**src/rtl/tile_batch_scheduler.sv**
```systemverilog
// Tile/batch sequencer for the transpose-convolution engine: issues tiles, raises
// per-batch stream triggers and interlocks against the output stream manager.
module tile_batch_scheduler #(
  parameter int TILES_PER_BATCH = 4,
  parameter int NUM_BATCHES     = 8,
  parameter int BATCH_ID_W      = 3,
  parameter int TILE_ID_W       = 5
) (
  input  logic                  clk,
  input  logic                  rst_n,
  input  logic                  start,
  input  logic                  tile_done,
  input  logic                  stream_busy,
  output logic                  tile_start,
  output logic [TILE_ID_W-1:0]  tile_id,
  output logic                  batch_complete,
  output logic [BATCH_ID_W-1:0] completed_batch_id,
  output logic                  all_batches_complete,
  output logic                  busy,
  output logic                  done,
  output logic                  err_spurious,
  output logic [2:0]            state_debug
);

  localparam logic [2:0] S_IDLE        = 3'd0;
  localparam logic [2:0] S_ISSUE       = 3'd1;
  localparam logic [2:0] S_WAIT_TILE   = 3'd2;
  localparam logic [2:0] S_BATCH_END   = 3'd3;
  localparam logic [2:0] S_GUARD       = 3'd4;
  localparam logic [2:0] S_GUARD_FINAL = 3'd5;
  localparam logic [2:0] S_WAIT_FINAL  = 3'd6;

  localparam int TIB_W = (TILES_PER_BATCH > 1) ? $clog2(TILES_PER_BATCH) : 1;
  localparam logic [TIB_W-1:0]      LAST_TILE  = TIB_W'(TILES_PER_BATCH - 1);
  localparam logic [BATCH_ID_W-1:0] LAST_BATCH = BATCH_ID_W'(NUM_BATCHES - 1);
  localparam logic [TIB_W-1:0]      TIB_ONE    = TIB_W'(1);
  localparam logic [BATCH_ID_W-1:0] BATCH_ONE  = BATCH_ID_W'(1);
  localparam logic [TILE_ID_W-1:0]  TID_ONE    = TILE_ID_W'(1);

  logic [2:0]            r_state;
  logic [TIB_W-1:0]      r_tile_in_batch;
  logic [BATCH_ID_W-1:0] r_batch_cnt;
  logic [TILE_ID_W-1:0]  r_tile_id;
  logic [BATCH_ID_W-1:0] r_completed_id;
  logic                  r_tile_start;
  logic                  r_batch_complete;
  logic                  r_all_complete;
  logic                  r_busy;
  logic                  r_done;
  logic                  r_err;
  logic                  w_spurious;

  assign w_spurious = tile_done && (r_state != S_WAIT_TILE);

  // Sequencer FSM; pulse outputs default low each cycle.
  always_ff @(posedge clk or negedge rst_n) begin
    if (!rst_n) begin
      r_state          <= S_IDLE;
      r_tile_in_batch  <= '0;
      r_batch_cnt      <= '0;
      r_tile_id        <= '0;
      r_completed_id   <= '0;
      r_tile_start     <= 1'b0;
      r_batch_complete <= 1'b0;
      r_all_complete   <= 1'b0;
      r_busy           <= 1'b0;
      r_done           <= 1'b0;
      r_err            <= 1'b0;
    end else begin
      r_tile_start     <= 1'b0;
      r_batch_complete <= 1'b0;
      r_all_complete   <= 1'b0;
      r_done           <= 1'b0;
      if (w_spurious) r_err <= 1'b1;
      case (r_state)
        S_IDLE: begin
          if (start) begin
            r_state         <= S_ISSUE;
            r_busy          <= 1'b1;
            r_tile_in_batch <= '0;
            r_batch_cnt     <= '0;
            r_tile_id       <= '0;
            // A tile_done landing on the start cycle stays flagged for this run.
            r_err           <= tile_done;
          end
        end
        S_ISSUE: begin
          if (!stream_busy) begin
            r_tile_start <= 1'b1;
            r_state      <= S_WAIT_TILE;
          end
        end
        S_WAIT_TILE: begin
          if (tile_done) begin
            if (r_tile_in_batch == LAST_TILE) begin
              r_state <= S_BATCH_END;
            end else begin
              r_tile_in_batch <= r_tile_in_batch + TIB_ONE;
              r_tile_id       <= r_tile_id + TID_ONE;
              r_state         <= S_ISSUE;
            end
          end
        end
        S_BATCH_END: begin
          // The stream manager only samples triggers while it is idle.
          if (!stream_busy) begin
            r_completed_id <= r_batch_cnt;
            if (r_batch_cnt == LAST_BATCH) begin
              r_all_complete <= 1'b1;
              r_state        <= S_GUARD_FINAL;
            end else begin
              r_batch_complete <= 1'b1;
              r_state          <= S_GUARD;
            end
          end
        end
        S_GUARD: begin
          r_batch_cnt     <= r_batch_cnt + BATCH_ONE;
          r_tile_in_batch <= '0;
          r_tile_id       <= r_tile_id + TID_ONE;
          r_state         <= S_ISSUE;
        end
        S_GUARD_FINAL: begin
          r_state <= S_WAIT_FINAL;
        end
        S_WAIT_FINAL: begin
          if (!stream_busy) begin
            r_done  <= 1'b1;
            r_busy  <= 1'b0;
            r_state <= S_IDLE;
          end
        end
        default: begin
          r_state <= S_IDLE;
          r_busy  <= 1'b0;
        end
      endcase
    end
  end

  assign tile_start           = r_tile_start;
  assign tile_id              = r_tile_id;
  assign batch_complete       = r_batch_complete;
  assign completed_batch_id   = r_completed_id;
  assign all_batches_complete = r_all_complete;
  assign busy                 = r_busy;
  assign done                 = r_done;
  assign err_spurious         = r_err;
  assign state_debug          = r_state;

endmodule

```
**config.mk**
```make
export PLATFORM = sky130hd
export DESIGN_NAME = tile_batch_scheduler
export DESIGN_NICKNAME = d
export VERILOG_FILES = /design/src/rtl/tile_batch_scheduler.sv
export SDC_FILE = /design/constraint.sdc
export NUM_CORES = 1
export LEC_CHECK = 0
export ABC_AREA = 1
export CORE_AREA = 2 2 63 59
export CTS_CLUSTER_DIAMETER = 60
export CTS_CLUSTER_SIZE = 28
export DETAILED_ROUTE_END_ITERATION = 12
export DIE_AREA = 0 0 65 61
export MAX_ROUTING_LAYER = met4
export SKIP_CTS_REPAIR_TIMING = 1
export SLEW_MARGIN = 0
export SYNTH_ARGS = -nofsm -noshare
export SYNTH_HDL_FRONTEND = slang
export SYNTH_SLANG_ARGS = --single-unit
```
**constraint.sdc**
```tcl
create_clock -name clk -period 2.2 [get_ports clk]
set_input_delay 0.22 -clock clk [delete_from_list [all_inputs] [get_ports clk]]
set_output_delay 0.22 -clock clk [all_outputs]
set_load 0.05 [all_outputs]
```
==> impl_metrics.ini <==
[run]
max_cap_viol_count = 0

[critical_path]
critPathMaxStageDelay_ns = 0.85
timing.rr.start = state_debug[1]
critPathCapture = tile_id[2]
r2r_end = tile_id[0]
crit_chain = clkdlybuf4s50_1
crit_type = flop to primary output
endpoint_kind = primary output
crit_cells = 1
startpoint = tile_id[2]
crit_path_max_fanout = 7
cpLargestDelayFamily = buffers and inverters
cp_slowest_cell = clkdlybuf4s50_1
r2r_cells = 6
cp.required_ns = 1.98
arrival_ns = 1.61
path_buf_inv = 1
ff2ff_setup_slack_ns = 0.67
start_kind = flop

[route]
drcViolationCount = 0
totalWireLength_um = 2645
num_vias = 1057
via_per_inst = 4.719
drtIter0Drc = 59
dr.pass1.iters = 4
wl_per_cell_um = 11.81
postRouteAntennaNets = 0

[grt]
grt_pass1_wl_um = 4692
gr-total-overflow = 0
antenna_found_initial = 0
grt_max_degree = 23
grt_pass1_vias = 1044
groute.usage.overall = 0.1618

[finish]
drive_above_1_share = 0.1611
nNetsFinal = 190
fillers = 319
area_growth_pct = 24.25
design_area_mm2 = 0.001654
antenna_cells = 0
layout.cells.non_filler = 224

[synthesis]
syn_inst = 155
syn_area_mm2 = 0.001331
ys_ff_latch = 22
synth-compound-area-share = 0.09211
synth-adder-area-share = 0.03759
synth_top_area_share = 0.4135
synth_enable_flop_cells = 0
syn_avg_cell_area_um2 = 8.589
yosysSeqAreaShare = 0.4135
async_reset_ff_frac = 1.000
synth_area_leaders = dfrtp_1 (41%), nand2_1 (13%), inv_1 (5.4%), o21bai_1 (4.5%), ha_1 (3.8%)
syn_nets = 164
synth_ff_type = dfrtp_1
synth_top_family_by_area = simple AND/OR/NAND/NOR gates
synth.distinct_cells = 27
synth.area.mux_share = 0
synthSimpleGateAreaFrac = 0.3477
ys_warn_count = 0
yosys.area.top_type = dfrtp_1
synth_xor_area_frac = 0.006579
yosysMostFrequentCell = nand2_1
synthTopCellsByCount = nand2_1 (46), dfrtp_1 (22), inv_1 (19)

[clocking]
cts.sinks = 22
path_clk_slew_ns = 0.09
numCtsBuffers = 3
cts_tree = yes
clock_latency_ns = 0.27
h-tree-depth = 1
clock_path_buffers = 2
cts_root_buf = clkbuf_8

[place]
preCtsSetupSlack_ns = 0.6737
dp_cells = 220
dpl_cell_area_mm2 = 0.001583
portBuffers = 21
gp_congestion = 0.7922
dp_hpwl_um = 1982

[timing]
rsz0062_at_grt = false
hold_viol_final = 0
timing.slew.headroom = 0.5281
fin_crit_sh = 0.8333
fin_ws_ns = 0.3668
max_freq_ghz = 0.5455
setup_viol = 0
period_needed_ns = 1.833
slew_violations = 0
worst_slew_pin_slew_ns = 0.7079
tns_ns = 0
clock_skew_ns = 0.008072

[outcome]
status = finished, final reports clean

[floorplan]
die_area_mm2 = 0.003965
die_y_um = 61
std_cell_rows = 20
core_area_mm2 = 0.003278
die_w_um = 65
io_pins = 22
start_util = 0.4061

[power_and_ir_drop]
powerDensity_mw_per_mm2 = 1448
vdd_ir_drop_max_mv = 0.5727
power_mw = 2.395
leakagePower_nw = 0.8345

[hold_path]
worstHoldPathType = primary input to asynchronous set/reset pin
-- final cells by class --
cell class,instances,area (µm²),area share
clock buffer,3,41.29,0.02496
clock inverter,1,30.03,0.01815
inverter,24,102.6,0.06203
multi-input combinational,106,644.4,0.3896
sequential,22,550.5,0.3328
tap,44,55.05,0.03328
timing repair buffer,24,230.2,0.1392
-- registers in the layout (all words and copies together) (netlist names) --
name / flops
tile_start: 1
completed_batch_id: 3
all_batches_complete: 1
state_debug: 3
err_spurious: 1
r_tile_in_batch: 2
busy: 1
r_batch_cnt: 3
done: 1
tile_id: 5
batch_complete: 1
-- metrics by stage --
stage	hold WS (ns)	util
after global routing	0.3012	0.5046
after floorplan	-0.07559	-
after global placement	0.4641	0.4828
after detailed placement	0.4627	0.4828
after CTS	0.3000	0.5046
final	0.2855	0.5046
-- worst min-delay path by stage --
stage / start / endpoint / slack (ns) / cells after the start
6_report: rst_n / tile_start / 0.29 / 2
5_1_grt: rst_n / tile_start / 0.30 / 2
4_1_cts: rst_n / tile_start / 0.30 / 2
3_5_place_dp: err_spurious / err_spurious / 0.46 / 2
3_3_place_gp: err_spurious / err_spurious / 0.46 / 2
2_1_floorplan: rst_n / all_batches_complete / -0.08 / 0
-- layer usage --
| metal | up-vias | part of all wire | wire, µm | track usage |
|---|---|---|---|---|
| met4 | 0 | 0.012 | 31 | 0.04559 |
| met3 | 4 | 0.041 | 109 | 0.04082 |
| met2 | 21 | 0.45 | 1198 | 0.2636 |
| met1 | 492 | 0.49 | 1305 | 0.2016 |
| li1 | 540 | - | - | - |
| met5 | - | 0 | 0 | - |
-- power by group --
part / leakage (nW) / switching (mW) / total (mW) / internal [mW]
combinational: 0.505 / 0.926 / 1.37 / 0.442
clock: 0.0357 / 0.141 / 0.384 / 0.243
sequential: 0.294 / 0.122 / 0.643 / 0.521
total: 0.835 / 1.19 / 2.39 / 1.21
-- cells in the final DEF, fill, tap and decap left out --
| master | instances |
|---|---|
| nand2_1 | 46 |
| dfrtp_1 | 22 |
| clkdlybuf4s50_1 | 20 |
| inv_1 | 19 |
| nor2_1 | 11 |
| nand3_1 | 9 |
| o21bai_1 | 8 |
| o21ai_1 | 4 |
| ha_1 | 4 |
| buf_4 | 4 |
| nand2_2 | 3 |
| nand4_1 | 3 |
| clkbuf_8 | 3 |
| nor2_8 | 2 |
| inv_6 | 2 |
| nand3_2 | 2 |
| nor2_4 | 2 |
| nand3_4 | 2 |
| inv_2 | 2 |
| o21ai_0 | 2 |
| inv_4 | 1 |
| nor4_1 | 1 |
| nor3_1 | 1 |
| o21ai_4 | 1 |
| a21oi_4 | 1 |
| nand2_4 | 1 |
| nand2_8 | 1 |
| xnor2_1 | 1 |
| nor2_2 | 1 |
| bufinv_16 | 1 |
-- logic make-up after synthesis --
kind of cell,count (synthesis)
adder cells (fa/ha/maj),4
XOR/XNOR,1
AND/OR/NAND/NOR,85
buffers and inverters,27
AO/OA/AOI/OAI,16
flip-flops,22
No activity file was read; power rests on OpenSTA's default activity.
==> RTL edit 1: new RTL, same flow settings <==
`NUM_BATCHES`: 8 -> 4.
--- a/src/rtl/tile_batch_scheduler.sv
+++ b/src/rtl/tile_batch_scheduler.sv
@@ -2,7 +2,7 @@
 // per-batch stream triggers and interlocks against the output stream manager.
 module tile_batch_scheduler #(
   parameter int TILES_PER_BATCH = 4,
-  parameter int NUM_BATCHES     = 8,
+  parameter int NUM_BATCHES     = 4,
   parameter int BATCH_ID_W      = 3,
   parameter int TILE_ID_W       = 5
 ) (
Function: same outputs for any inputs over 10 cycles, from zero or initial values and one cycle with rst_n low; that may be too few to reach the edited logic, so the function may still have changed.
==> RTL edit 1 against the original RTL <==
Synthesized area shrank 10%; power shrank 10%; design area down 8.2%; count of clock-buffer cells in the layout stayed put; sequential cell count unchanged; wire length fell by 4.4%; setup slack worse by 0.10 ns; clock power is 3% lower; first-iteration DRC count fell by 14%; critical path type unchanged; largest cell class is now registers; highest routed layer unchanged.
==> RTL edit 1: results (changes against the original RTL) <==
[clock_tree]
htreeDepth=1  ; unchanged
clk_pin_slew_worst_paths_ns=0.08
cts_inserted_buffers=3  ; unchanged
root_buffer=clkbuf_8
clock_path_buffers=2  ; unchanged
clock_latency_ns=0.26

[critical_path]
path_class=reg2out
slowest_delay_ns=0.88  ; +0.03 ns
r2r_end=tile_id[1]
reg2reg_depth=7  ; +1
reg2reg_setup_slack_ns=0.71  ; +0.04 ns
critPathTopFamily=buffers and inverters
timing.rr.start=state_debug[1]
crit_path_max_fanout=11  ; +4
cp-endpoint=state_debug[1]
cp.arrival_ns=1.72  ; +0.11 ns

[global_route]
first_global_vias=944  ; -9.6%
grtUsageMet3=0.0241  ; -0.0167
grt_max_degree=23  ; unchanged
grt_use_met1=0.181  ; -0.0206
use_met2=0.239  ; -0.0250
grt_antenna_before_repair=0  ; unchanged
grt_use_total=0.145  ; -0.0165
grt_pass1_wl_mm=4.19  ; -11%

[power]
power_leakage_nw=0.788  ; -5.5%
ir_drop_mv=0.752  ; +31%

[yosys]
yosys-mux-area-fraction=0  ; unchanged
synth_adder_area_share=0.0419  ; +0.00433
synthXorXnorAreaFrac=0.00734  ; +0.000759
ys_warn_count=0  ; unchanged
netlist_top_cells_area=dfrtp_1 (46%), nand2_1 (15%), inv_1 (6.9%)
syn-instance-count=153  ; -1.3%
ys_seq_area_frac=0.461  ; +0.0477
synth_compound_area_frac=0.0881  ; -0.00405
syn_nets=162  ; -1.2%
ys_types=20  ; -26%
async_flop_share=1.00  ; unchanged
synthTopCellsByCount=nand2_1 (48), dfrtp_1 (22), inv_1 (22)

[routing]
routed_wl_mm=2.53  ; -4.4%
drt-initial-drc-count=51  ; -14%
wire_per_inst_um=11.4  ; -3.1%
viasPerCell=4.69  ; -0.56%

[placed_design]
placed_cells=217  ; -1.4%
dpl.hpwl_mm=1.97  ; -0.82%
gp_congestion=0.875  ; +10%
dp_slack_ns=0.544  ; -0.130 ns
port-buffer-count=21  ; unchanged
postPlaceCellArea_um2=1450  ; -8.5%

[sta]
tightest_slew_ns=0.504  ; -0.203 ns
holdWs_ns=0.290  ; +0.00424 ns
fin_skew_ns=0.00625  ; -0.00182 ns
totalNegativeSetupSlack_ns=0  ; unchanged
fmax_ghz=0.516  ; -5.4%

[final_layout]
largest_reg_flops=5  ; unchanged
drive_gt1_frac=0.0791  ; -0.0820
fin_nets=187  ; -1.6%
antenna_cells=0  ; unchanged
fillerInstances=318  ; -0.31%

[worst_hold_path]
hold_class=in2async

[run_status]
outcome=completed

[RTL edit 1: cell count changes after synthesis, sizes merged]
cell   unedited run  this run
o21ai             7         8
nand2            51        50
nand3            13        12
buf               3         2
[RTL edit 1: area by class of cell]
cell class | count | area, µm² | share of cell area
Inverter | 24 | 90.1 | 0.0593
Timing Repair Buffer | 22 | 218 | 0.143
Clock buffer | 3 | 41.3 | 0.0272
Clock inverter | 1 | 30.0 | 0.0198
Sequential cell | 22 | 551 | 0.362
Multi-Input combinational cell | 105 | 534 | 0.352
Tap cell | 44 | 55.1 | 0.0362
[RTL edit 1: power breakdown]
part	internal (mW)	switching [mW]
clock	0.243	0.131
sequential	0.522	0.140
combinational	0.344	0.769
total	1.11	1.04
[RTL edit 1: routing by layer]
layer  vias up  part of all wire
met5         -                 0
met4         0             0.013
met3         5             0.043
met2        27              0.46
met1       475              0.48
li1        530                 -
==> RTL edit 2: new RTL, same settings <==
Made on the original files. Make the reset (`rst_n`) synchronous in one clocked block.
--- a/src/rtl/tile_batch_scheduler.sv
+++ b/src/rtl/tile_batch_scheduler.sv
@@ -53,7 +53,7 @@
   assign w_spurious = tile_done && (r_state != S_WAIT_TILE);
 
   // Sequencer FSM; pulse outputs default low each cycle.
-  always_ff @(posedge clk or negedge rst_n) begin
+  always_ff @(posedge clk) begin
     if (!rst_n) begin
       r_state          <= S_IDLE;
       r_tile_in_batch  <= '0;
Function: differs if rst_n is asserted again (counterexample within 4 cycles, from zero or initial values and one cycle with rst_n low); with rst_n held inactive, the same outputs for 10 cycles.
==> RTL edit 2 against the original RTL <==
Cell count decreased by 1.8%; via count fell by 5.3%; combinational power down 23%; sequential power decreased by 11%; wire length down 12%; largest cell class unchanged; sequential share of layout area is 2.9 points lower; power is 16% lower; sequential cell count did not move; critical path depth is the same; maximum frequency decreased by 3.1%; global-route usage decreased by 2.8 points; setup slack got worse by 0.058 ns; synthesized area shrank 16%; critical endpoint is now state_debug[0]; design area decreased by 12%.
==> RTL edit 2: results (changes against the original RTL) <==
[global_route]
grt_max_degree=14  ; -39%
grt_use_met1=0.167  ; -0.0350
first_global_vias=922  ; -12%
use_met2=0.214  ; -0.0501
grtUsageMet3=0.0167  ; -0.0241
grt_use_total=0.134  ; -0.0280
grt_pass1_wl_mm=3.93  ; -16%

[yosys]
synthTopCellsByCount=nand2_1 (39), dfxtp_1 (22), nor2_1 (18)
ys_seq_area_frac=0.393  ; -0.0207
syn_nets=161  ; -1.8%
async_flop_share=0  ; -1.00
synth_compound_area_frac=0.0837  ; -0.00840
synthXorXnorAreaFrac=0.00781  ; +0.00123
yosys-mux-area-fraction=0  ; unchanged
synth_flop_cell=dfxtp_1
netlist_top_cells_area=dfxtp_1 (39%), nand2_1 (13%), nor2_1 (6.0%)
synth_adder_area_share=0.0446  ; +0.00705
ys_types=29  ; +7.4%

[run_status]
outcome=completed

[placed_design]
gp_congestion=0.869  ; +9.7%
dpl.hpwl_mm=1.77  ; -11%
dp_slack_ns=0.601  ; -0.0728 ns

[clock_tree]
cts_inserted_buffers=3  ; unchanged
clock_path_buffers=2  ; unchanged

[final_layout]
fin_nets=186  ; -2.1%
drive_gt1_frac=0.142  ; -0.0191

[sta]
fin_skew_ns=0.00615  ; -0.00192 ns
tightest_slew_ns=0.506  ; -0.201 ns

[power]
ir_drop_mv=0.375  ; -35%
power_leakage_nw=0.647  ; -22%

[critical_path]
slowest_delay_ns=0.87  ; +0.02 ns
crit_path_max_fanout=8  ; +1

[routing]
viasPerCell=4.55  ; -3.6%
drt-initial-drc-count=71  ; +20%
wire_per_inst_um=10.6  ; -10%

[worst_hold_path]
hold_class=reg2reg

==> RTL edit 2: cell types whose count changed in the layout (fill, tap and decap cells not counted), moves of 7 or more <==
cell | unedited run | this run
nand2_1 | 46 | 39
dfrtp_1 | 22 | 0
dfxtp_1 | 0 | 22
a21oi_1 | 0 | 9
o21bai_1 | 8 | 0
nor2_1 | 11 | 18
==> RTL edit 2: cells by family (layout without fill, tap and decap cells) <==
group / after synthesis / count (layout)
AOI/OAI and AO/OA: 18 / 18
buffers and inverters: 22 / 46
xor gates and xnor gates: 1 / 1
adders and majority gates: 4 / 4
DFF: 22 / 22
and+or+nand+nor: 85 / 85
==> RTL edit 2: final cells by class <==
type | instances | area, µm²
timing repair buffer | 23 | 225
multi-input combinational | 108 | 586
inverter | 19 | 71.3
sequential | 22 | 440
tap | 44 | 55.1
fill | 336 | 1830
clock buffer | 3 | 41.3
clock inverter | 1 | 30.0
==> RTL edit 2: metal layers <==
layer,share of wire,wire (µm)
met1,0.50,1160
met2,0.45,1050
met3,0.030,71
met4,0.023,53
met5,0,0
==> RTL edit 2: per-stage QoR <==
| step | cell area (µm²) | hold WS [ns] | utilization | std cells |
|---|---|---|---|---|
| 2_1_floorplan | 1120 | 0.356 | - | 152 |
| 3_3_place_gp | 1380 | 0.452 | 0.420 | 216 |
| 3_5_place_dp | 1380 | 0.455 | 0.420 | 216 |
| 4_1_cts | 1450 | 0.468 | 0.442 | 220 |
| 5_1_grt | 1450 | 0.492 | 0.442 | 220 |
| 6_report | 1450 | 0.464 | 0.442 | 220 |
==> RTL edit 2: path summary, 6_finish.rpt <==
check                                     from                 end  slack, ns  cells past startpoint
worst min-delay path              err_spurious        err_spurious       0.46                      2
worst min register to register    err_spurious        err_spurious       0.46                      2
worst max-delay path            state_debug[0]      state_debug[0]       0.31                      1
worst max register to register  state_debug[2]  r_tile_in_batch[0]       0.79                      7
==> RTL edit 2: power groups by stage <==
stage | combinational (mW) | sequential [mW] | clock, mW
finish | 1.06 | 0.574 | 0.380
global route | 1.17 | 0.589 | 0.410
CTS | 1.07 | 0.574 | 0.389
detailed placement | 1.06 | 0.582 | 0
global placement | 1.05 | 0.577 | 0
floorplan | 0.582 | 0.817 | 0
